--- config.mk ---
export PLATFORM = sky130hd
export DESIGN_NAME = change_dispenser
export DESIGN_NICKNAME = d
export VERILOG_FILES = /design/src/rtl/change_dispenser.sv
export SDC_FILE = /design/constraint.sdc
export NUM_CORES = 1
export LEC_CHECK = 0
export ABC_CLOCK_PERIOD_IN_PS = 5900
export CAP_MARGIN = 30
export CORE_ASPECT_RATIO = 0.5
export CORE_UTILIZATION = 59
export CTS_CLUSTER_SIZE = 40
export DETAILED_ROUTE_END_ITERATION = 12
export PLACE_DENSITY = 0.93
export RECOVER_POWER = 50
export SYNTH_ARGS = -nofsm -noshare
export SYNTH_HDL_FRONTEND = slang
export SYNTH_SLANG_ARGS = --single-unit
--- constraint.sdc ---
create_clock -name clk -period 5.9 [get_ports clk]
set_clock_uncertainty 0.05 [all_clocks]
set_input_delay 0.59 -clock clk [delete_from_list [all_inputs] [get_ports clk]]
set_output_delay 0.59 -clock clk [all_outputs]
set_load 0.02 [all_outputs]
--- src/rtl/change_dispenser.sv ---
// Vending change dispenser: validates a BCD purchase against credit, then pays
// out the difference greedily one coin at a time using a coin_ack handshake.
module change_dispenser (
  input  logic       clk,
  input  logic       rst,
  input  logic [3:0] credit_tens,
  input  logic [3:0] credit_ones,
  input  logic [3:0] price_tens,
  input  logic [3:0] price_ones,
  input  logic       buy,
  input  logic       coin_ack,
  output logic       busy,
  output logic       vend,
  output logic       reject,
  output logic       coin_valid,
  output logic [1:0] coin_code,
  output logic [3:0] change_tens,
  output logic [3:0] change_ones,
  output logic       credit_clear
);

  typedef enum logic [2:0] {IDLE, CHECK, REJECT, VEND, PAY, GAP, CLEAR} state_t;

  state_t     state, state_nx;
  logic [3:0] ct, co, pt, po;
  logic [3:0] ct_nx, co_nx, pt_nx, po_nx;
  logic [3:0] rt_nx, ro_nx;
  logic       bad, less, borrow;
  logic [3:0] diff_t, diff_o;
  logic [1:0] code_nx;

  // Greedy coin choice: 10 while tens remain, then 5, 2, 1 from the ones digit.
  function automatic logic [1:0] coin_sel(input logic [3:0] t, input logic [3:0] o);
    if (t != 4'd0)      return 2'b11;
    else if (o >= 4'd5) return 2'b10;
    else if (o >= 4'd2) return 2'b01;
    else                return 2'b00;
  endfunction

  always_comb begin
    state_nx = state;
    ct_nx    = ct;
    co_nx    = co;
    pt_nx    = pt;
    po_nx    = po;
    rt_nx    = change_tens;
    ro_nx    = change_ones;

    bad    = (ct > 4'd9) || (co > 4'd9) || (pt > 4'd9) || (po > 4'd9);
    less   = (ct < pt) || ((ct == pt) && (co < po));
    borrow = (co < po);
    diff_o = borrow ? (co + 4'd10 - po) : (co - po);
    diff_t = ct - pt - {3'd0, borrow};

    unique case (state)
      IDLE: begin
        if (buy) begin
          ct_nx    = credit_tens;
          co_nx    = credit_ones;
          pt_nx    = price_tens;
          po_nx    = price_ones;
          state_nx = CHECK;
        end
      end
      CHECK: begin
        if (bad || less) begin
          state_nx = REJECT;
        end else begin
          rt_nx    = diff_t;
          ro_nx    = diff_o;
          state_nx = VEND;
        end
      end
      REJECT: state_nx = IDLE;
      VEND:   state_nx = ({change_tens, change_ones} == 8'h00) ? CLEAR : PAY;
      PAY: begin
        if (coin_ack) begin
          // Greedy choice guarantees the ones digit never borrows here.
          unique case (coin_sel(change_tens, change_ones))
            2'b11:   rt_nx = change_tens - 4'd1;
            2'b10:   ro_nx = change_ones - 4'd5;
            2'b01:   ro_nx = change_ones - 4'd2;
            default: ro_nx = change_ones - 4'd1;
          endcase
          state_nx = GAP;
        end
      end
      GAP:   state_nx = ({change_tens, change_ones} == 8'h00) ? CLEAR : PAY;
      CLEAR: state_nx = IDLE;
      default: state_nx = IDLE;
    endcase

    code_nx = (state_nx == PAY) ? coin_sel(rt_nx, ro_nx) : 2'b00;
  end

  // Outputs are registered from the next state so they line up with the state register.
  always_ff @(posedge clk) begin
    if (rst) begin
      state        <= IDLE;
      ct           <= '0;
      co           <= '0;
      pt           <= '0;
      po           <= '0;
      change_tens  <= '0;
      change_ones  <= '0;
      busy         <= 1'b0;
      vend         <= 1'b0;
      reject       <= 1'b0;
      coin_valid   <= 1'b0;
      coin_code    <= '0;
      credit_clear <= 1'b0;
    end else begin
      state        <= state_nx;
      ct           <= ct_nx;
      co           <= co_nx;
      pt           <= pt_nx;
      po           <= po_nx;
      change_tens  <= rt_nx;
      change_ones  <= ro_nx;
      busy         <= (state_nx != IDLE);
      vend         <= (state_nx == VEND);
      reject       <= (state_nx == REJECT);
      coin_valid   <= (state_nx == PAY);
      coin_code    <= code_nx;
      credit_clear <= (state_nx == CLEAR);
    end
  end

endmodule

Word-level counts from Yosys, hierarchy flattened --
Index checks and enable logic that the tools add are counted.
Cells by class: reduce and logical (&&, ||, !) cells 14, order comparisons 10, $add $sub $neg 9, mux-type cells 22, bitwise gates (word level) 1, equal/unequal tests 12
Operator list (number):
- 4-bit 2-to-1 mux | 6
- 4-bit greater-than comparator, second input constant | 4
- 4-bit one-hot mux with 2 select lines | 2
- 2-bit 2-to-1 mux | 7
- 3-bit == test, second input constant | 4
- 3-bit one-hot mux with 4 select lines | 1
- 4-bit one-hot mux with 3 select lines | 1
- 4-bit subtractor | 3
- 3-bit by 2-bit == test with 1-bit output, second input constant | 3
- 4-bit by 2-bit greater-or-equal comparator with 1-bit output, second input constant | 2
- 4-bit by 3-bit greater-or-equal comparator with 1-bit output, second input constant | 2
- 8-bit zero test | 1
- 4-bit less-than comparator | 2
- 4-bit nonzero test | 2
- 4-bit by 1-bit subtractor with 4-bit output, second input constant | 2
- 3-bit 2-to-1 mux | 2
- 1-bit logical OR | 5
- 4-bit adder, second input constant | 1
- 2-bit == test, second input constant | 2
- 4-bit == test | 1
- 2-bit OR reduction | 2
- 4-bit by 1-bit subtractor with 4-bit output | 1
- 4-bit by 2-bit subtractor with 4-bit output, second input constant | 1
- 4-bit by 3-bit subtractor with 4-bit output, second input constant | 1
- 8 further kinds | 10
Storage, ports and cells: register bits 34, output and inout bits 15, word-level logic and storage cells 81, input port bits 20

Longest topological paths before layout --
Gate-level depths: netlist of run 1.
word-level depth 14, mapped depth 15, gate-level depth less buffers 15

Worst setup path after synthesis of run 1 --
Ideal clock, no wire load.
path kind register to register, start point register po[2], end point register coin_code[0], path buffers 0, arrival time 3.064 ns, cell stages (with the launch flop) 15, clock period less this slack 3.193 ns, setup time 0.079 ns, required time 5.771 ns, slack 2.707 ns, path through dfxtp_1 > inv_1 > ha_1 > fa_1 > a21o_2 > fa_1 > inv_1 > ha_1 > o21a_1 > nor2_1 > nand2_1 > xnor2_1 > a222oi_1 > nor4_2 > o211ai_1
Between the ends: cells in the longest elaborated chain, start to end 10, elaborated cells on any way between the ends 25, classes of those cells add/sub (3); order compare (4); eq/ne (1); mux (10); bitwise (1); reduce/logical (6)
RTL lines:
- start: declaration | RTL line 25 | logic [3:0] ct, co, pt, po;
- start signal: assignment | RTL line 117 | po <= po_nx;
- 4-bit less-than comparator | RTL line 50, 51
- 1-bit logical AND | RTL line 50 | less = (ct < pt) || ((ct == pt) && (co < po));
- 1-bit logical OR | RTL line 50
- 1-bit logical OR | RTL line 66 | if (bad || less) begin
- 4-bit 2-to-1 mux | RTL line 66
- 4-bit one-hot mux with 2 select lines | RTL line 55 | unique case (state)
- 4-bit by 2-bit greater-or-equal comparator with 1-bit output | RTL line 36 | else if (o >= 4'd2) return 2'b01;
- 1-bit 2-to-1 mux | RTL line 36
- 2-bit 2-to-1 mux | RTL line 35 | else if (o >= 4'd5) return 2'b10;
- 2-bit 2-to-1 mux | RTL line 34 | if (t != 4'd0) return 2'b11;
- end signal: assignment | RTL line 124 | coin_code <= code_nx;
- end: declaration | RTL line 16 | output logic [1:0] coin_code,
Parallel ways exist; a longest one is shown, timed or not. A chain may end at the register's enable or synchronous reset.

Final worst setup path of run 1 --
start point register po[2], end point register coin_code[1]
Between the ends: cells in the longest elaborated chain, start to end 9, elaborated cells on any way between the ends 23, classes of those cells add/sub (3); order compare (3); eq/ne (1); mux (9); bitwise (1); reduce/logical (6)
RTL lines (RTL line):
- 4-bit less-than comparator | 50, 51
- 1-bit logical AND | 50
- 1-bit logical OR | 50
- 1-bit logical OR | 66
- 4-bit 2-to-1 mux or 1-bit 2-to-1 mux (tied branches) | 66
- 4-bit one-hot mux with 2 select lines or 3-bit one-hot mux with 4 select lines (tied branches) | 55
- 4-bit by 3-bit greater-or-equal comparator with 1-bit output or 3-bit == test (tied branches) | 35, 93
- 2-bit 2-to-1 mux or 1-bit inverter (tied branches)
- 2-bit 2-to-1 mux or 2-bit OR reduction (tied branches)
Parallel ways exist; a longest one is shown, timed or not.

==> report_table.html, run 1 <==
<table>
<tr><th>Metric</th><th>Value</th></tr>
<tr><th colspan="2">Outcome</th></tr>
<tr><td>Outcome</td><td>finished, final reports clean</td></tr>
<tr><th colspan="2">Timing</th></tr>
<tr><td>Slew at the pin closest to its max-slew limit</td><td>1300 ps</td></tr>
<tr><td>Tmin final</td><td>3560 ps</td></tr>
<tr><td>Max frequency</td><td>0.281 GHz</td></tr>
<tr><td>Normalized max-slew margin</td><td>13.3%</td></tr>
<tr><td>Final-layout worst hold slack</td><td>415 ps</td></tr>
<tr><td>Hold Fails Final Rpt</td><td>0</td></tr>
<tr><td>Count of endpoints failing setup in the final report</td><td>0</td></tr>
<tr><td>Slew Viols, Final</td><td>0</td></tr>
<tr><td>Setup total negative slack</td><td>0 ps</td></tr>
<tr><td>Share of the cycle needed by the critical path after routing</td><td>60.3%</td></tr>
<tr><td>Setup repair after global routing missed its margin</td><td>false</td></tr>
<tr><td>Slack of the critical path</td><td>2340 ps</td></tr>
<tr><th colspan="2">Worst setup path</th></tr>
<tr><td>CP Launch Point</td><td>po[2]</td></tr>
<tr><td>Critical path required time</td><td>6060 ps</td></tr>
<tr><td>Worst Reg-to-Reg Cells</td><td>14</td></tr>
<tr><td>Type of the worst setup path</td><td>register to register</td></tr>
<tr><td>Startpoint type of the worst setup path</td><td>register</td></tr>
<tr><td>Critical path fanouts, max</td><td>8</td></tr>
<tr><td>Reg-to-reg slack, setup</td><td>2340 ps</td></tr>
<tr><td>Capturing point of the worst reg2reg path</td><td>coin_code[1]</td></tr>
<tr><td>Endpoint type of the worst setup path</td><td>register</td></tr>
<tr><td>Reg2reg start</td><td>po[2]</td></tr>
<tr><td>Signal arrival time at the worst endpoint</td><td>3720 ps</td></tr>
<tr><th colspan="2">Pwr</th></tr>
<tr><td>Power share of the sequential group</td><td>30.9%</td></tr>
<tr><td>Clock power share</td><td>17.8%</td></tr>
<tr><td>Cell area power density</td><td>358 nW/µm²</td></tr>
<tr><td>Static power due to leakage</td><td>1.15 nW</td></tr>
<tr><td>Portion of total power attributed to combinational logic</td><td>51.3%</td></tr>
<tr><td>Largest vdd supply drop</td><td>0.000181 V</td></tr>
<tr><td>Power dissipated by switching net loads</td><td>0.419 mW</td></tr>
<tr><td>Cell Int Power</td><td>0.577 mW</td></tr>
<tr><td>Post-layout power</td><td>0.996 mW</td></tr>
<tr><td>Switching power as a share of total power</td><td>42.0%</td></tr>
<tr><th colspan="2">Placement</th></tr>
<tr><td>Post-placement cell count</td><td>355</td></tr>
<tr><td>Global placement routability congestion</td><td>0.882</td></tr>
<tr><td>Placed inst area</td><td>2690 µm²</td></tr>
<tr><td>Worst setup timing slack at the placement stage</td><td>2460 ps</td></tr>
<tr><td>Count of buffers from port buffering</td><td>34</td></tr>
<tr><td>Final HPWL from detailed placement</td><td>4070 µm</td></tr>
<tr><th colspan="2">Floorplan</th></tr>
<tr><td>Overall die width</td><td>91.2 µm</td></tr>
<tr><td>Count of pins on the block boundary</td><td>35</td></tr>
<tr><td>Die Y</td><td>46.6 µm</td></tr>
<tr><td>Cell row count</td><td>15</td></tr>
<tr><td>Area inside the core boundary</td><td>3620 µm²</td></tr>
<tr><td>Die footprint</td><td>4250 µm²</td></tr>
<tr><td>Initial Utilization</td><td>64.8%</td></tr>
<tr><th colspan="2">CTS</th></tr>
<tr><td>Clock-pin slew on the worst setup and hold paths</td><td>70 ps</td></tr>
<tr><td>Number of levels in the clock H-tree</td><td>2</td></tr>
<tr><td>Total clock buffers created by CTS</td><td>5</td></tr>
<tr><td>CTS root buf</td><td>sky130_fd_sc_hd__clkbuf_8</td></tr>
<tr><td>Post-CTS setup repair buffer count</td><td>0</td></tr>
<tr><td>PostCTS Resize Cnt</td><td>0</td></tr>
<tr><td>TritonCTS Sinks</td><td>34</td></tr>
<tr><td>Bufs on Longest Clock Path</td><td>2</td></tr>
<tr><td>Clk Latency, worst-skew pair</td><td>290 ps</td></tr>
<tr><td>Clock tree from TritonCTS</td><td>yes</td></tr>
<tr><td>Post-CTS Hold Fix Bufs</td><td>0</td></tr>
<tr><th colspan="2">Final layout</th></tr>
<tr><td>Cell area after layout</td><td>2790 µm²</td></tr>
<tr><td>Leading cell type in the layout, fill and taps excluded</td><td>sky130_fd_sc_hd__nand2_1</td></tr>
<tr><td>Final layout net count</td><td>359</td></tr>
<tr><td>Multi-input gate area in the final layout</td><td>1500 µm²</td></tr>
<tr><td>ANT cells</td><td>0</td></tr>
<tr><td>Top library cells by usage in the layout, fill and taps aside</td><td>sky130_fd_sc_hd__nand2_1, sky130_fd_sc_hd__dfxtp_1, sky130_fd_sc_hd__inv_1</td></tr>
<tr><td>Layout cell share with drive strength beyond 1</td><td>7.67%</td></tr>
<tr><td>Area grow syn2layout</td><td>18.8%</td></tr>
<tr><td>Reg area</td><td>681 µm²</td></tr>
<tr><td>Final cell count without fillers</td><td>364</td></tr>
<tr><td>Utilization after layout</td><td>76.9%</td></tr>
<tr><td>Layout filler cell count</td><td>245</td></tr>
<tr><th colspan="2">Hold path</th></tr>
<tr><td>Number of instances on the worst hold path</td><td>2</td></tr>
<tr><td>Destination of the worst hold path</td><td>po[0]</td></tr>
<tr><td>Worst Hold Class</td><td>register to register</td></tr>
<tr><td>Source of the worst hold timing path</td><td>po[0]</td></tr>
<tr><th colspan="2">Routing</th></tr>
<tr><td>Antenna Violating Nets Remaining</td><td>0</td></tr>
<tr><td>Post-DR wirelength/cell</td><td>15.3 µm</td></tr>
<tr><td>Routed vias/inst</td><td>5.84</td></tr>
<tr><td>Vias post-DR</td><td>2,125</td></tr>
<tr><td>DRC violations left</td><td>0</td></tr>
<tr><td>First drt pass iteration count</td><td>5</td></tr>
<tr><td>Iteration-0 DRC count of the detailed router</td><td>143</td></tr>
<tr><td>Aggregate routed wire length</td><td>5580 µm</td></tr>
<tr><th colspan="2">GRT</th></tr>
<tr><td>First-pass GRT wire length</td><td>8670 µm</td></tr>
<tr><td>Sum of overflow across all layers after global routing</td><td>0</td></tr>
<tr><td>GRT Total Usage</td><td>26.9%</td></tr>
<tr><td>Vias in the first global route</td><td>1,949</td></tr>
<tr><td>Antenna violations before repair</td><td>0</td></tr>
<tr><td>Largest net degree at the start of global routing</td><td>30</td></tr>
<tr><th colspan="2">Synthesis</th></tr>
<tr><td>Number of distinct library cell variants in the gate-level netlist after synthesis</td><td>60</td></tr>
<tr><td>Flops &amp; latches, synth</td><td>34</td></tr>
<tr><td>Most used flip-flop cell after synthesis</td><td>sky130_fd_sc_hd__dfxtp_1</td></tr>
<tr><td>Mean post-synth cell area</td><td>8.35 µm²</td></tr>
<tr><td>Share of synthesized flip-flops with an asynchronous set or reset</td><td>0%</td></tr>
<tr><td>Number of synthesized flops with an enable pin</td><td>0</td></tr>
<tr><td>Post-synthesis net count</td><td>328</td></tr>
<tr><td>Sequential fraction of the synthesis area</td><td>29.0%</td></tr>
<tr><td>Count of synthesis-stage warnings from yosys</td><td>0</td></tr>
<tr><td>Instance count of the mapped netlist</td><td>281</td></tr>
<tr><td>Area of the mapped netlist</td><td>2350 µm²</td></tr>
<tr><th colspan="2">Flow run</th></tr>
<tr><td>MaxCap Viol Count</td><td>0</td></tr>
</table>
==> routing by layer <==
layer / share of wire (%) / vias to the layer above / GRT usage [%]
li1: - / 1027 / -
met1: 44 / 986 / 31.4
met2: 48 / 98 / 48.9
met3: 6.7 / 14 / 6.11
met4: 2.1 / 0 / 13.0
met5: 0 / - / 0
==> logic make-up after synthesis <==
| group | after synthesis | synth area share, % |
|---|---|---|
| compound gates | 68 | 19.6 |
| mux | 4 | 1.76 |
| xor+xnor | 7 | 2.61 |
| fa+ha+maj | 27 | 15.7 |
| flops | 34 | 29.0 |
| simple gates | 102 | 24.2 |
| buf+inv | 39 | 7.15 |
==> registers in the layout, summed over array words and instances, names as in the netlist <==
name          count
busy              1
change_ones       4
change_tens       4
co                4
coin_code         2
coin_valid        1
credit_clear      1
ct                4
po                4
pt                4
reject            1
state             3
vend              1
==> power groups by stage <==
stage	logic (mW)	clock network, mW	registers (mW)
after floorplan	0.378	0	0.309
after global routing	0.552	0.189	0.312
after CTS	0.502	0.178	0.306
after detailed placement	0.498	0	0.311
after global placement	0.465	0	0.308
final	0.511	0.178	0.307
==> cell usage after synthesis, types with 2 or more instances <==
library cell / number / area (µm²)
sky130_fd_sc_hd__o211a_1: 2 / 20.0
sky130_fd_sc_hd__nand3_1: 4 / 20.0
sky130_fd_sc_hd__buf_4: 3 / 22.5
sky130_fd_sc_hd__xor2_1: 3 / 26.3
sky130_fd_sc_hd__a21o_1: 4 / 30.0
sky130_fd_sc_hd__o211ai_1: 4 / 30.0
sky130_fd_sc_hd__mux2i_1: 3 / 30.0
sky130_fd_sc_hd__xnor2_1: 4 / 35.0
sky130_fd_sc_hd__a21oi_1: 26 / 130
sky130_fd_sc_hd__dfxtp_1: 34 / 681
sky130_fd_sc_hd__buf_2: 2 / 10.0
sky130_fd_sc_hd__nor3b_1: 2 / 15.0
sky130_fd_sc_hd__nor2_1: 17 / 63.8
sky130_fd_sc_hd__nand4b_1: 2 / 17.5
sky130_fd_sc_hd__clkbuf_1: 6 / 22.5
sky130_fd_sc_hd__o21ai_1: 3 / 15.0
sky130_fd_sc_hd__or3b_1: 2 / 17.5
sky130_fd_sc_hd__fa_1: 4 / 80.1
sky130_fd_sc_hd__nand2_1: 38 / 143
sky130_fd_sc_hd__nor2b_1: 5 / 31.3
sky130_fd_sc_hd__inv_1: 27 / 101
sky130_fd_sc_hd__o21ai_0: 7 / 35.0
sky130_fd_sc_hd__nor3_1: 8 / 40.0
sky130_fd_sc_hd__nand2b_1: 4 / 25.0
sky130_fd_sc_hd__nand3b_1: 2 / 15.0
sky130_fd_sc_hd__or3_1: 2 / 12.5
sky130_fd_sc_hd__a21o_2: 3 / 26.3
sky130_fd_sc_hd__and2_1: 3 / 18.8
sky130_fd_sc_hd__nor3b_4: 2 / 37.5
sky130_fd_sc_hd__ha_1: 23 / 288
sky130_fd_sc_hd__a31oi_1: 3 / 18.8
==> worst max-delay path by stage <==
stage	slack, ps	endpoint
global placement	2590	coin_code[0]
detailed placement	2460	coin_code[1]
CTS	2380	coin_code[1]
floorplan	2710	coin_code[0]
finish	2340	coin_code[1]
global route	2200	coin_code[1]
==> final cells by class <==
type	instances	area share (%)
clock inverters	1	0.180
well taps	51	2.29
repair buffers	36	12.6
inverters	27	3.64
clock buffers	7	3.10
multi-input cells	208	53.7
flip-flops and latches	34	24.4
==> critical path, cell delays in order (launching register included) <==
cell,delay (ps)
sky130_fd_sc_hd__dfxtp_1,340
sky130_fd_sc_hd__inv_1,50
sky130_fd_sc_hd__ha_1,210
sky130_fd_sc_hd__fa_1,490
sky130_fd_sc_hd__a21o_2,260
sky130_fd_sc_hd__fa_1,520
sky130_fd_sc_hd__inv_1,70
sky130_fd_sc_hd__ha_1,170
sky130_fd_sc_hd__o21a_1,190
sky130_fd_sc_hd__nor2_1,170
sky130_fd_sc_hd__nand2_1,100
sky130_fd_sc_hd__xnor2_1,140
sky130_fd_sc_hd__a222oi_1,430
sky130_fd_sc_hd__nor4_2,110
sky130_fd_sc_hd__a31oi_1,170
Power figures use the tool's default switching activity.
==> inputs of run 2 (changes only) <==
--- a/config.mk
+++ b/config.mk
@@ -5,13 +5,13 @@
 export SDC_FILE = /design/constraint.sdc
 export NUM_CORES = 1
 export LEC_CHECK = 0
-export ABC_CLOCK_PERIOD_IN_PS = 5900
+export ABC_CLOCK_PERIOD_IN_PS = 3200
 export CAP_MARGIN = 30
 export CORE_ASPECT_RATIO = 0.5
-export CORE_UTILIZATION = 59
+export CORE_UTILIZATION = 49
 export CTS_CLUSTER_SIZE = 40
 export DETAILED_ROUTE_END_ITERATION = 12
-export PLACE_DENSITY = 0.93
+export PLACE_DENSITY = 0.83
 export RECOVER_POWER = 50
 export SYNTH_ARGS = -nofsm -noshare
 export SYNTH_HDL_FRONTEND = slang
==> constraint.sdc (replaced) <==
create_clock -name clk -period 3.2 [get_ports clk]
set_clock_uncertainty 0.05 [all_clocks]
set_input_delay 0.32 -clock clk [delete_from_list [all_inputs] [get_ports clk]]
set_output_delay 0.32 -clock clk [all_outputs]
set_load 0.02 [all_outputs]
==> run 2 against run 1 <==
Net effect:
- final cell count increased by 6.6%
- fmax increased by 11%
- routed wire length decreased by 2.4%
- design area increased by 5.0%
- worst setup slack got worse by 2300 ps
- first-iteration DRC count decreased by 9.8%
- critical path depth increased by 1
- sequential power increased by 84%
- power increased by 91%
- via count decreased by 2.1%
- largest power group unchanged
==> report_table.html, run 2 (same netlist as run 1, synthesis figures left out) <==
<table>
<tr><th>Metric</th><th>Value</th></tr>
<tr><th colspan="2">Outcome</th></tr>
<tr><td>Outcome</td><td>finished, final reports clean</td></tr>
<tr><th colspan="2">CTS</th></tr>
<tr><td>TritonCTS Sinks</td><td>34</td></tr>
<tr><td>Clock-pin slew on the worst setup and hold paths</td><td>60 ps</td></tr>
<tr><td>Total clock buffers created by CTS</td><td>5</td></tr>
<tr><td>Clk Latency, worst-skew pair</td><td>280 ps</td></tr>
<tr><td>Bufs on Longest Clock Path</td><td>2</td></tr>
<tr><td>Number of levels in the clock H-tree</td><td>2</td></tr>
<tr><td>CTS root buf</td><td>sky130_fd_sc_hd__clkbuf_8</td></tr>
<tr><td>Clock tree from TritonCTS</td><td>yes</td></tr>
<tr><th colspan="2">Routing</th></tr>
<tr><td>Length of routed met3 wiring</td><td>270 µm</td></tr>
<tr><td>Wire length on met2</td><td>2640 µm</td></tr>
<tr><td>Routed metal-1 wirelength</td><td>2490 µm</td></tr>
<tr><td>Uppermost signal routing layer after detailed routing</td><td>met4</td></tr>
<tr><td>Iteration-0 DRC count of the detailed router</td><td>129</td></tr>
<tr><td>Post-DR wirelength/cell</td><td>14.0 µm</td></tr>
<tr><td>Routed vias/inst</td><td>5.36</td></tr>
<tr><td>Antenna Violating Nets Remaining</td><td>0</td></tr>
<tr><td>Vias post-DR</td><td>2,081</td></tr>
<tr><td>First drt pass iteration count</td><td>4</td></tr>
<tr><td>DRC violations left</td><td>0</td></tr>
<tr><td>Aggregate routed wire length</td><td>5440 µm</td></tr>
<tr><th colspan="2">Pwr</th></tr>
<tr><td>Cell Int Power</td><td>1.12 mW</td></tr>
<tr><td>Switching power as a share of total power</td><td>41.4%</td></tr>
<tr><td>Clock power share</td><td>15.5%</td></tr>
<tr><td>Portion of total power attributed to combinational logic</td><td>54.8%</td></tr>
<tr><td>Post-layout power</td><td>1.90 mW</td></tr>
<tr><td>Power share of the sequential group</td><td>29.8%</td></tr>
<tr><td>Power dissipated by switching net loads</td><td>0.787 mW</td></tr>
<tr><td>Static power due to leakage</td><td>1.19 nW</td></tr>
<tr><td>Largest vdd supply drop</td><td>0.000274 V</td></tr>
<tr><td>Cell area power density</td><td>650 nW/µm²</td></tr>
<tr><th colspan="2">Floorplan</th></tr>
<tr><td>Die Y</td><td>50.9 µm</td></tr>
<tr><td>Die footprint</td><td>5090 µm²</td></tr>
<tr><td>Area inside the core boundary</td><td>4490 µm²</td></tr>
<tr><td>Count of pins on the block boundary</td><td>35</td></tr>
<tr><td>Initial Utilization</td><td>52.3%</td></tr>
<tr><td>Cell row count</td><td>17</td></tr>
<tr><td>Overall die width</td><td>99.9 µm</td></tr>
<tr><th colspan="2">Timing</th></tr>
<tr><td>Share of the cycle needed by the critical path after routing</td><td>99.8%</td></tr>
<tr><td>Max frequency</td><td>0.313 GHz</td></tr>
<tr><td>Slack of the critical path</td><td>6.42 ps</td></tr>
<tr><td>Final-layout worst hold slack</td><td>410 ps</td></tr>
<tr><td>Tmin final</td><td>3190 ps</td></tr>
<tr><td>Setup repair after global routing missed its margin</td><td>true</td></tr>
<tr><td>Slew Viols, Final</td><td>0</td></tr>
<tr><td>Setup total negative slack</td><td>0 ps</td></tr>
<tr><td>Slew at the pin closest to its max-slew limit</td><td>1280 ps</td></tr>
<tr><td>Hold Fails Final Rpt</td><td>0</td></tr>
<tr><td>Normalized max-slew margin</td><td>14.6%</td></tr>
<tr><td>Count of endpoints failing setup in the final report</td><td>0</td></tr>
<tr><th colspan="2">Placement</th></tr>
<tr><td>Global placement routability congestion</td><td>0.857</td></tr>
<tr><td>Count of buffers from port buffering</td><td>34</td></tr>
<tr><td>Placed inst area</td><td>2760 µm²</td></tr>
<tr><td>Final HPWL from detailed placement</td><td>3990 µm</td></tr>
<tr><td>Worst setup timing slack at the placement stage</td><td>-125 ps</td></tr>
<tr><td>Post-placement cell count</td><td>377</td></tr>
<tr><th colspan="2">Flow run</th></tr>
<tr><td>MaxCap Viol Count</td><td>0</td></tr>
<tr><th colspan="2">Worst setup path</th></tr>
<tr><td>Critical path fanouts, max</td><td>2</td></tr>
<tr><td>Count of buffering cells on the critical path with inverters included</td><td>3</td></tr>
<tr><td>Max incr delay on CP</td><td>510 ps</td></tr>
<tr><td>Endpoint type of the worst setup path</td><td>register</td></tr>
<tr><td>Critical path required time</td><td>3350 ps</td></tr>
<tr><td>Kind of cell with the highest combined delay on the critical path</td><td>adder cells</td></tr>
<tr><td>Signal arrival time at the worst endpoint</td><td>3350 ps</td></tr>
<tr><td>Reg2reg start</td><td>po[2]</td></tr>
<tr><td>CP Launch Point</td><td>po[2]</td></tr>
<tr><td>Cells along the critical path</td><td>inv_2, ha_4, fa_2, a21o_4, fa_1, inv_1, ha_2, o21a_1, nor2_2, nand2_1, xnor2_1, a222oi_1, buf_4, nor4_4, o211ai_1</td></tr>
<tr><td>Type of the worst setup path</td><td>register to register</td></tr>
<tr><td>CP max stage cell</td><td>sky130_fd_sc_hd__fa_1</td></tr>
<tr><td>Startpoint type of the worst setup path</td><td>register</td></tr>
<tr><th colspan="2">GRT</th></tr>
<tr><td>GRT Total Usage</td><td>23.1%</td></tr>
<tr><td>Antenna violations before repair</td><td>0</td></tr>
<tr><td>First-pass GRT wire length</td><td>9220 µm</td></tr>
<tr><td>Vias in the first global route</td><td>1,998</td></tr>
<tr><td>Largest net degree at the start of global routing</td><td>30</td></tr>
<tr><td>Sum of overflow across all layers after global routing</td><td>0</td></tr>
<tr><th colspan="2">Final layout</th></tr>
<tr><td>ANT cells</td><td>0</td></tr>
<tr><td>Layout cell share with drive strength beyond 1</td><td>14.3%</td></tr>
<tr><td>Utilization after layout</td><td>65.2%</td></tr>
<tr><td>Leading cell type in the layout, fill and taps excluded</td><td>sky130_fd_sc_hd__nand2_1</td></tr>
<tr><td>Area grow syn2layout</td><td>24.7%</td></tr>
<tr><td>Final cell count without fillers</td><td>388</td></tr>
<tr><td>Cell area after layout</td><td>2930 µm²</td></tr>
<tr><td>Top library cells by usage in the layout, fill and taps aside</td><td>sky130_fd_sc_hd__nand2_1, sky130_fd_sc_hd__dfxtp_1, sky130_fd_sc_hd__a21oi_1</td></tr>
<tr><td>Final layout net count</td><td>369</td></tr>
<tr><th colspan="2">Hold path</th></tr>
<tr><td>Worst Hold Class</td><td>register to register</td></tr>
<tr><td>Source of the worst hold timing path</td><td>co[0]</td></tr>
</table>
-- run 2: area by class of cell --
cell class	instances	area (µm²)
Sequential cell	34	684
Timing Repair Buffer	46	427
Clock buffer	7	76.3
Inverter	27	101
Fill cell	372	1560
Tap cell	66	82.6
Multi-Input combinational cell	208	1560
-- run 2: power by group through the flow --
stage	Sequential, mW	Combinational [mW]	Clock (mW)
2_1_floorplan	0.569	0.697	0
4_1_cts	0.565	1.02	0.297
5_1_grt	0.577	1.14	0.316
6_report	0.566	1.04	0.294
3_5_place_dp	0.571	0.949	0
3_3_place_gp	0.567	0.902	0
-- run 2: metal layers --
metal / global-route usage (%) / vias up
met1: 28.6 / 959
li1: - / 1053
met4: 6.37 / 0
met5: 0 / -
met2: 40.8 / 62
met3: 5.34 / 7
-- run 2: path summary, 6_finish.rpt --
kind | end | slack, ps | cells past startpoint
worst max-delay path | coin_code[0] | 6 | 15
worst max register to register | coin_code[0] | 6 | 15
worst min-delay path | co[0] | 410 | 2
worst min register to register | co[0] | 410 | 2
-- run 2: timing repair --
item	4_1_cts	5_1_grt
pin swaps	11	7
cloned	0	0
hold buffers	0	0
endpoints found under the setup margin	3	3
resized for setup	15	4
buffers inserted	3	1
-- run 2: worst register-to-register path: stages, from the launching register on --
cell                       delay [ps]
sky130_fd_sc_hd__dfxtp_2          330
sky130_fd_sc_hd__inv_2             40
sky130_fd_sc_hd__ha_4             150
sky130_fd_sc_hd__fa_2             340
sky130_fd_sc_hd__a21o_4           200
sky130_fd_sc_hd__fa_1             510
sky130_fd_sc_hd__inv_1             60
sky130_fd_sc_hd__ha_2             160
sky130_fd_sc_hd__o21a_1           180
sky130_fd_sc_hd__nor2_2           100
sky130_fd_sc_hd__nand2_1           80
sky130_fd_sc_hd__xnor2_1          150
sky130_fd_sc_hd__a222oi_1         360
sky130_fd_sc_hd__buf_4            190
sky130_fd_sc_hd__nor4_4            40
sky130_fd_sc_hd__o211ai_1         170
==> inputs of run 3 (changes only) <==
--- a/config.mk
+++ b/config.mk
@@ -5,13 +5,14 @@
 export SDC_FILE = /design/constraint.sdc
 export NUM_CORES = 1
 export LEC_CHECK = 0
+export ABC_AREA = 1
 export ABC_CLOCK_PERIOD_IN_PS = 3200
 export CAP_MARGIN = 30
 export CORE_ASPECT_RATIO = 0.5
-export CORE_UTILIZATION = 49
+export CORE_UTILIZATION = 35
 export CTS_CLUSTER_SIZE = 40
 export DETAILED_ROUTE_END_ITERATION = 12
-export PLACE_DENSITY = 0.83
+export PLACE_DENSITY = 0.65
 export RECOVER_POWER = 50
 export SYNTH_ARGS = -nofsm -noshare
 export SYNTH_HDL_FRONTEND = slang
==> constraint.sdc (replaced) <==
create_clock -name clk -period 3.2 [get_ports clk]
set_clock_uncertainty 0.05 [all_clocks]
set_input_delay 0.32 -clock clk [delete_from_list [all_inputs] [get_ports clk]]
set_output_delay 0.32 -clock clk [all_outputs]
set_load 0.1 [all_outputs]
==> run 3 against run 2 <==
Net effect:
- sequential cell count unchanged
- combinational power fell by 14%
- power grew 3.0%
- clock power grew 86%
- final cell count up 21%
- sequential share of layout area fell by 0.43 points
==> report_table.html, run 3 <==
<table>
<tr><th>Metric</th><th>Value</th></tr>
<tr><th colspan="2">Outcome</th></tr>
<tr><td>Outcome</td><td>finished, final reports clean</td></tr>
<tr><th colspan="2">Final layout</th></tr>
<tr><td>Cell area after layout</td><td>2970 µm²</td></tr>
<tr><td>Area grow syn2layout</td><td>25.4%</td></tr>
<tr><td>Final cell count without fillers</td><td>469</td></tr>
<tr><td>Multi-input gate area in the final layout</td><td>1450 µm²</td></tr>
<tr><td>Reg area</td><td>681 µm²</td></tr>
<tr><td>Final layout net count</td><td>427</td></tr>
<tr><td>ANT cells</td><td>0</td></tr>
<tr><td>Layout filler cell count</td><td>635</td></tr>
<tr><td>Layout cell share with drive strength beyond 1</td><td>8.66%</td></tr>
<tr><td>Leading cell type in the layout, fill and taps excluded</td><td>sky130_fd_sc_hd__nand2_1</td></tr>
<tr><td>Utilization after layout</td><td>47.2%</td></tr>
<tr><td>Top library cells by usage in the layout, fill and taps aside</td><td>sky130_fd_sc_hd__nand2_1, sky130_fd_sc_hd__inv_1, sky130_fd_sc_hd__nor2_1</td></tr>
<tr><th colspan="2">Placement</th></tr>
<tr><td>Post-placement cell count</td><td>461</td></tr>
<tr><td>Worst setup timing slack at the placement stage</td><td>52.2 ps</td></tr>
<tr><td>Count of buffers from port buffering</td><td>34</td></tr>
<tr><td>Final HPWL from detailed placement</td><td>4040 µm</td></tr>
<tr><td>Global placement routability congestion</td><td>0.839</td></tr>
<tr><td>Placed inst area</td><td>2810 µm²</td></tr>
<tr><th colspan="2">CTS</th></tr>
<tr><td>CTS root buf</td><td>sky130_fd_sc_hd__clkbuf_16</td></tr>
<tr><td>Clock tree from TritonCTS</td><td>yes</td></tr>
<tr><td>Number of levels in the clock H-tree</td><td>2</td></tr>
<tr><td>Clk Latency, worst-skew pair</td><td>280 ps</td></tr>
<tr><td>Post-CTS Hold Fix Bufs</td><td>0</td></tr>
<tr><td>Total clock buffers created by CTS</td><td>5</td></tr>
<tr><td>Clock-pin slew on the worst setup and hold paths</td><td>50 ps</td></tr>
<tr><td>Post-CTS setup repair buffer count</td><td>0</td></tr>
<tr><td>TritonCTS Sinks</td><td>34</td></tr>
<tr><td>Bufs on Longest Clock Path</td><td>2</td></tr>
<tr><td>PostCTS Resize Cnt</td><td>0</td></tr>
<tr><th colspan="2">Timing</th></tr>
<tr><td>Slew Viols, Final</td><td>0</td></tr>
<tr><td>Normalized max-slew margin</td><td>22.9%</td></tr>
<tr><td>Count of endpoints failing setup in the final report</td><td>0</td></tr>
<tr><td>Slack of the critical path</td><td>222 ps</td></tr>
<tr><td>Tmin final</td><td>2980 ps</td></tr>
<tr><td>Share of the cycle needed by the critical path after routing</td><td>93.1%</td></tr>
<tr><td>Max frequency</td><td>0.336 GHz</td></tr>
<tr><td>Setup total negative slack</td><td>0 ps</td></tr>
<tr><td>Final-layout worst hold slack</td><td>413 ps</td></tr>
<tr><td>Slew at the pin closest to its max-slew limit</td><td>1160 ps</td></tr>
<tr><td>Hold Fails Final Rpt</td><td>0</td></tr>
<tr><td>Setup repair after global routing missed its margin</td><td>false</td></tr>
<tr><th colspan="2">Worst setup path</th></tr>
<tr><td>Signal arrival time at the worst endpoint</td><td>3100 ps</td></tr>
<tr><td>Endpoint type of the worst setup path</td><td>register</td></tr>
<tr><td>Startpoint type of the worst setup path</td><td>register</td></tr>
<tr><td>Critical path required time</td><td>3320 ps</td></tr>
<tr><td>Critical path fanouts, max</td><td>3</td></tr>
<tr><td>Worst Reg-to-Reg Cells</td><td>20</td></tr>
<tr><td>Type of the worst setup path</td><td>register to register</td></tr>
<tr><th colspan="2">Synthesis</th></tr>
<tr><td>Post-synthesis net count</td><td>389</td></tr>
<tr><td>Share of the synthesized area in the top cell type</td><td>28.8%</td></tr>
<tr><td>Leading cell types by total area after synthesis</td><td>sky130_fd_sc_hd__dfxtp_1, sky130_fd_sc_hd__ha_1, sky130_fd_sc_hd__nand2_1</td></tr>
<tr><td>Most used flip-flop cell after synthesis</td><td>sky130_fd_sc_hd__dfxtp_1</td></tr>
<tr><td>Flops &amp; latches, synth</td><td>34</td></tr>
<tr><td>Ranking of synthesized cells by instance count</td><td>sky130_fd_sc_hd__nand2_1, sky130_fd_sc_hd__inv_1, sky130_fd_sc_hd__nor2_1, sky130_fd_sc_hd__dfxtp_1, sky130_fd_sc_hd__o21ai_0</td></tr>
<tr><td>Top cell type by total area after synthesis</td><td>sky130_fd_sc_hd__dfxtp_1</td></tr>
<tr><td>Number of synthesized flops with an enable pin</td><td>0</td></tr>
<tr><td>Number of distinct library cell variants in the gate-level netlist after synthesis</td><td>32</td></tr>
<tr><td>Sequential fraction of the synthesis area</td><td>28.8%</td></tr>
<tr><td>Area of the mapped netlist</td><td>2360 µm²</td></tr>
<tr><td>Count of synthesis-stage warnings from yosys</td><td>0</td></tr>
<tr><td>Mean post-synth cell area</td><td>6.91 µm²</td></tr>
<tr><td>Share of synthesized flip-flops with an asynchronous set or reset</td><td>0%</td></tr>
<tr><td>Instance count of the mapped netlist</td><td>342</td></tr>
<tr><td>Most frequent cell after synthesis</td><td>sky130_fd_sc_hd__nand2_1</td></tr>
<tr><th colspan="2">Flow run</th></tr>
<tr><td>MaxCap Viol Count</td><td>0</td></tr>
<tr><th colspan="2">Pwr</th></tr>
<tr><td>Cell Int Power</td><td>1.15 mW</td></tr>
<tr><td>Power dissipated by switching net loads</td><td>0.811 mW</td></tr>
<tr><td>Cell area power density</td><td>661 nW/µm²</td></tr>
<tr><td>Portion of total power attributed to combinational logic</td><td>45.7%</td></tr>
<tr><td>Clock power share</td><td>27.9%</td></tr>
<tr><td>Largest vdd supply drop</td><td>0.000198 V</td></tr>
<tr><td>Switching power as a share of total power</td><td>41.4%</td></tr>
<tr><td>Static power due to leakage</td><td>1.38 nW</td></tr>
<tr><td>Power share of the sequential group</td><td>26.4%</td></tr>
<tr><td>Post-layout power</td><td>1.96 mW</td></tr>
<tr><th colspan="2">GRT</th></tr>
<tr><td>Antenna violations before repair</td><td>0</td></tr>
<tr><td>First-pass GRT wire length</td><td>8700 µm</td></tr>
<tr><td>Largest net degree at the start of global routing</td><td>33</td></tr>
<tr><td>Vias in the first global route</td><td>1,890</td></tr>
<tr><td>Sum of overflow across all layers after global routing</td><td>0</td></tr>
<tr><td>GRT Total Usage</td><td>15.6%</td></tr>
<tr><th colspan="2">Floorplan</th></tr>
<tr><td>Count of pins on the block boundary</td><td>35</td></tr>
<tr><td>Die Y</td><td>60.1 µm</td></tr>
<tr><td>Cell row count</td><td>20</td></tr>
<tr><td>Area inside the core boundary</td><td>6280 µm²</td></tr>
<tr><td>Overall die width</td><td>118 µm</td></tr>
<tr><td>Die footprint</td><td>7110 µm²</td></tr>
<tr><td>Initial Utilization</td><td>37.6%</td></tr>
<tr><th colspan="2">Routing</th></tr>
<tr><td>Routed vias/inst</td><td>4.57</td></tr>
<tr><td>Antenna Violating Nets Remaining</td><td>0</td></tr>
<tr><td>Routed metal-1 wirelength</td><td>2870 µm</td></tr>
<tr><td>First drt pass iteration count</td><td>5</td></tr>
<tr><td>Post-DR wirelength/cell</td><td>11.3 µm</td></tr>
<tr><td>Aggregate routed wire length</td><td>5280 µm</td></tr>
<tr><td>Wire length on met2</td><td>2090 µm</td></tr>
<tr><td>Length of routed met3 wiring</td><td>259 µm</td></tr>
<tr><td>Iteration-0 DRC count of the detailed router</td><td>96</td></tr>
<tr><td>Vias post-DR</td><td>2,143</td></tr>
<tr><td>Uppermost signal routing layer after detailed routing</td><td>met4</td></tr>
<tr><td>DRC violations left</td><td>0</td></tr>
<tr><th colspan="2">Hold path</th></tr>
<tr><td>Number of instances on the worst hold path</td><td>2</td></tr>
<tr><td>Worst Hold Class</td><td>register to register</td></tr>
</table>
run 3: changes by cell type in the layout (fill, tap and decap cells not counted), moves of 5 or more:
cell / previous run / this run
sky130_fd_sc_hd__ha_1: 18 / 23
sky130_fd_sc_hd__clkbuf_16: 0 / 5
sky130_fd_sc_hd__o21ai_0: 6 / 28
sky130_fd_sc_hd__nand2_1: 38 / 57
sky130_fd_sc_hd__inv_1: 25 / 49
sky130_fd_sc_hd__nand3_1: 4 / 23
sky130_fd_sc_hd__nor2_1: 16 / 46
sky130_fd_sc_hd__clkdlybuf4s50_1: 25 / 30
sky130_fd_sc_hd__buf_4: 11 / 2
sky130_fd_sc_hd__dlygate4sd3_1: 9 / 2
sky130_fd_sc_hd__clkbuf_8: 5 / 0
sky130_fd_sc_hd__nor3_1: 8 / 0
run 3: logic make-up after synthesis:
logic type | synth area share, %
simple gates | 28.7
compound gates | 13.9
buf+inv | 10.2
flops | 28.8
fa+ha+maj | 15.6
xor+xnor | 2.96
run 3: cell type report:
class / instances / area share (%)
multi-input combinational: 245 / 48.8
timing repair buffer: 36 / 11.6
tap: 88 / 3.71
clock buffer: 7 / 4.47
sequential: 34 / 23.0
clock inverter: 1 / 1.01
inverter: 58 / 7.47
run 3: path summary, 6_finish.rpt:
check,startpoint,end,slack [ps]
worst min register to register,co[0],co[0],410
worst max-delay path,po[2],coin_code[1],220
worst min-delay path,co[0],co[0],410
worst max register to register,po[2],coin_code[1],220
run 3: critical path, cell delays in order, from the launching register on:
cell and delay, ps:
sky130_fd_sc_hd__dfxtp_1 340, sky130_fd_sc_hd__inv_1 60, sky130_fd_sc_hd__ha_1 210, sky130_fd_sc_hd__fa_2 350, sky130_fd_sc_hd__inv_2 80, sky130_fd_sc_hd__nand2_2 60, sky130_fd_sc_hd__fa_1 500, sky130_fd_sc_hd__inv_1 50
sky130_fd_sc_hd__ha_1 190, sky130_fd_sc_hd__o21ai_2 150, sky130_fd_sc_hd__nand3_2 100, sky130_fd_sc_hd__xor2_1 140, sky130_fd_sc_hd__nand2_1 70, sky130_fd_sc_hd__nand3_1 60, sky130_fd_sc_hd__nand2_1 70, sky130_fd_sc_hd__inv_1 80
sky130_fd_sc_hd__nand2_1 60, sky130_fd_sc_hd__nor2_2 90, sky130_fd_sc_hd__inv_1 40, sky130_fd_sc_hd__nor2_1 80, sky130_fd_sc_hd__nor2_1 40
run 3: power by group through the flow:
| stage | clock, mW | sequential [mW] | combinational [mW] |
|---|---|---|---|
| floorplan | 0 | 0.654 | 0.559 |
| global placement | 0 | 0.526 | 0.879 |
| detailed placement | 0 | 0.527 | 0.885 |
| CTS | 0.552 | 0.518 | 0.892 |
| global route | 0.578 | 0.524 | 1.01 |
| finish | 0.547 | 0.517 | 0.895 |
run 3: layer usage:
| layer | vias to the layer above | GRT usage [%] |
|---|---|---|
| met2 | 45 | 24.5 |
| met5 | - | 0 |
| li1 | 1163 | - |
| met3 | 6 | 3.53 |
| met1 | 929 | 21.6 |
| met4 | 0 | 4.40 |
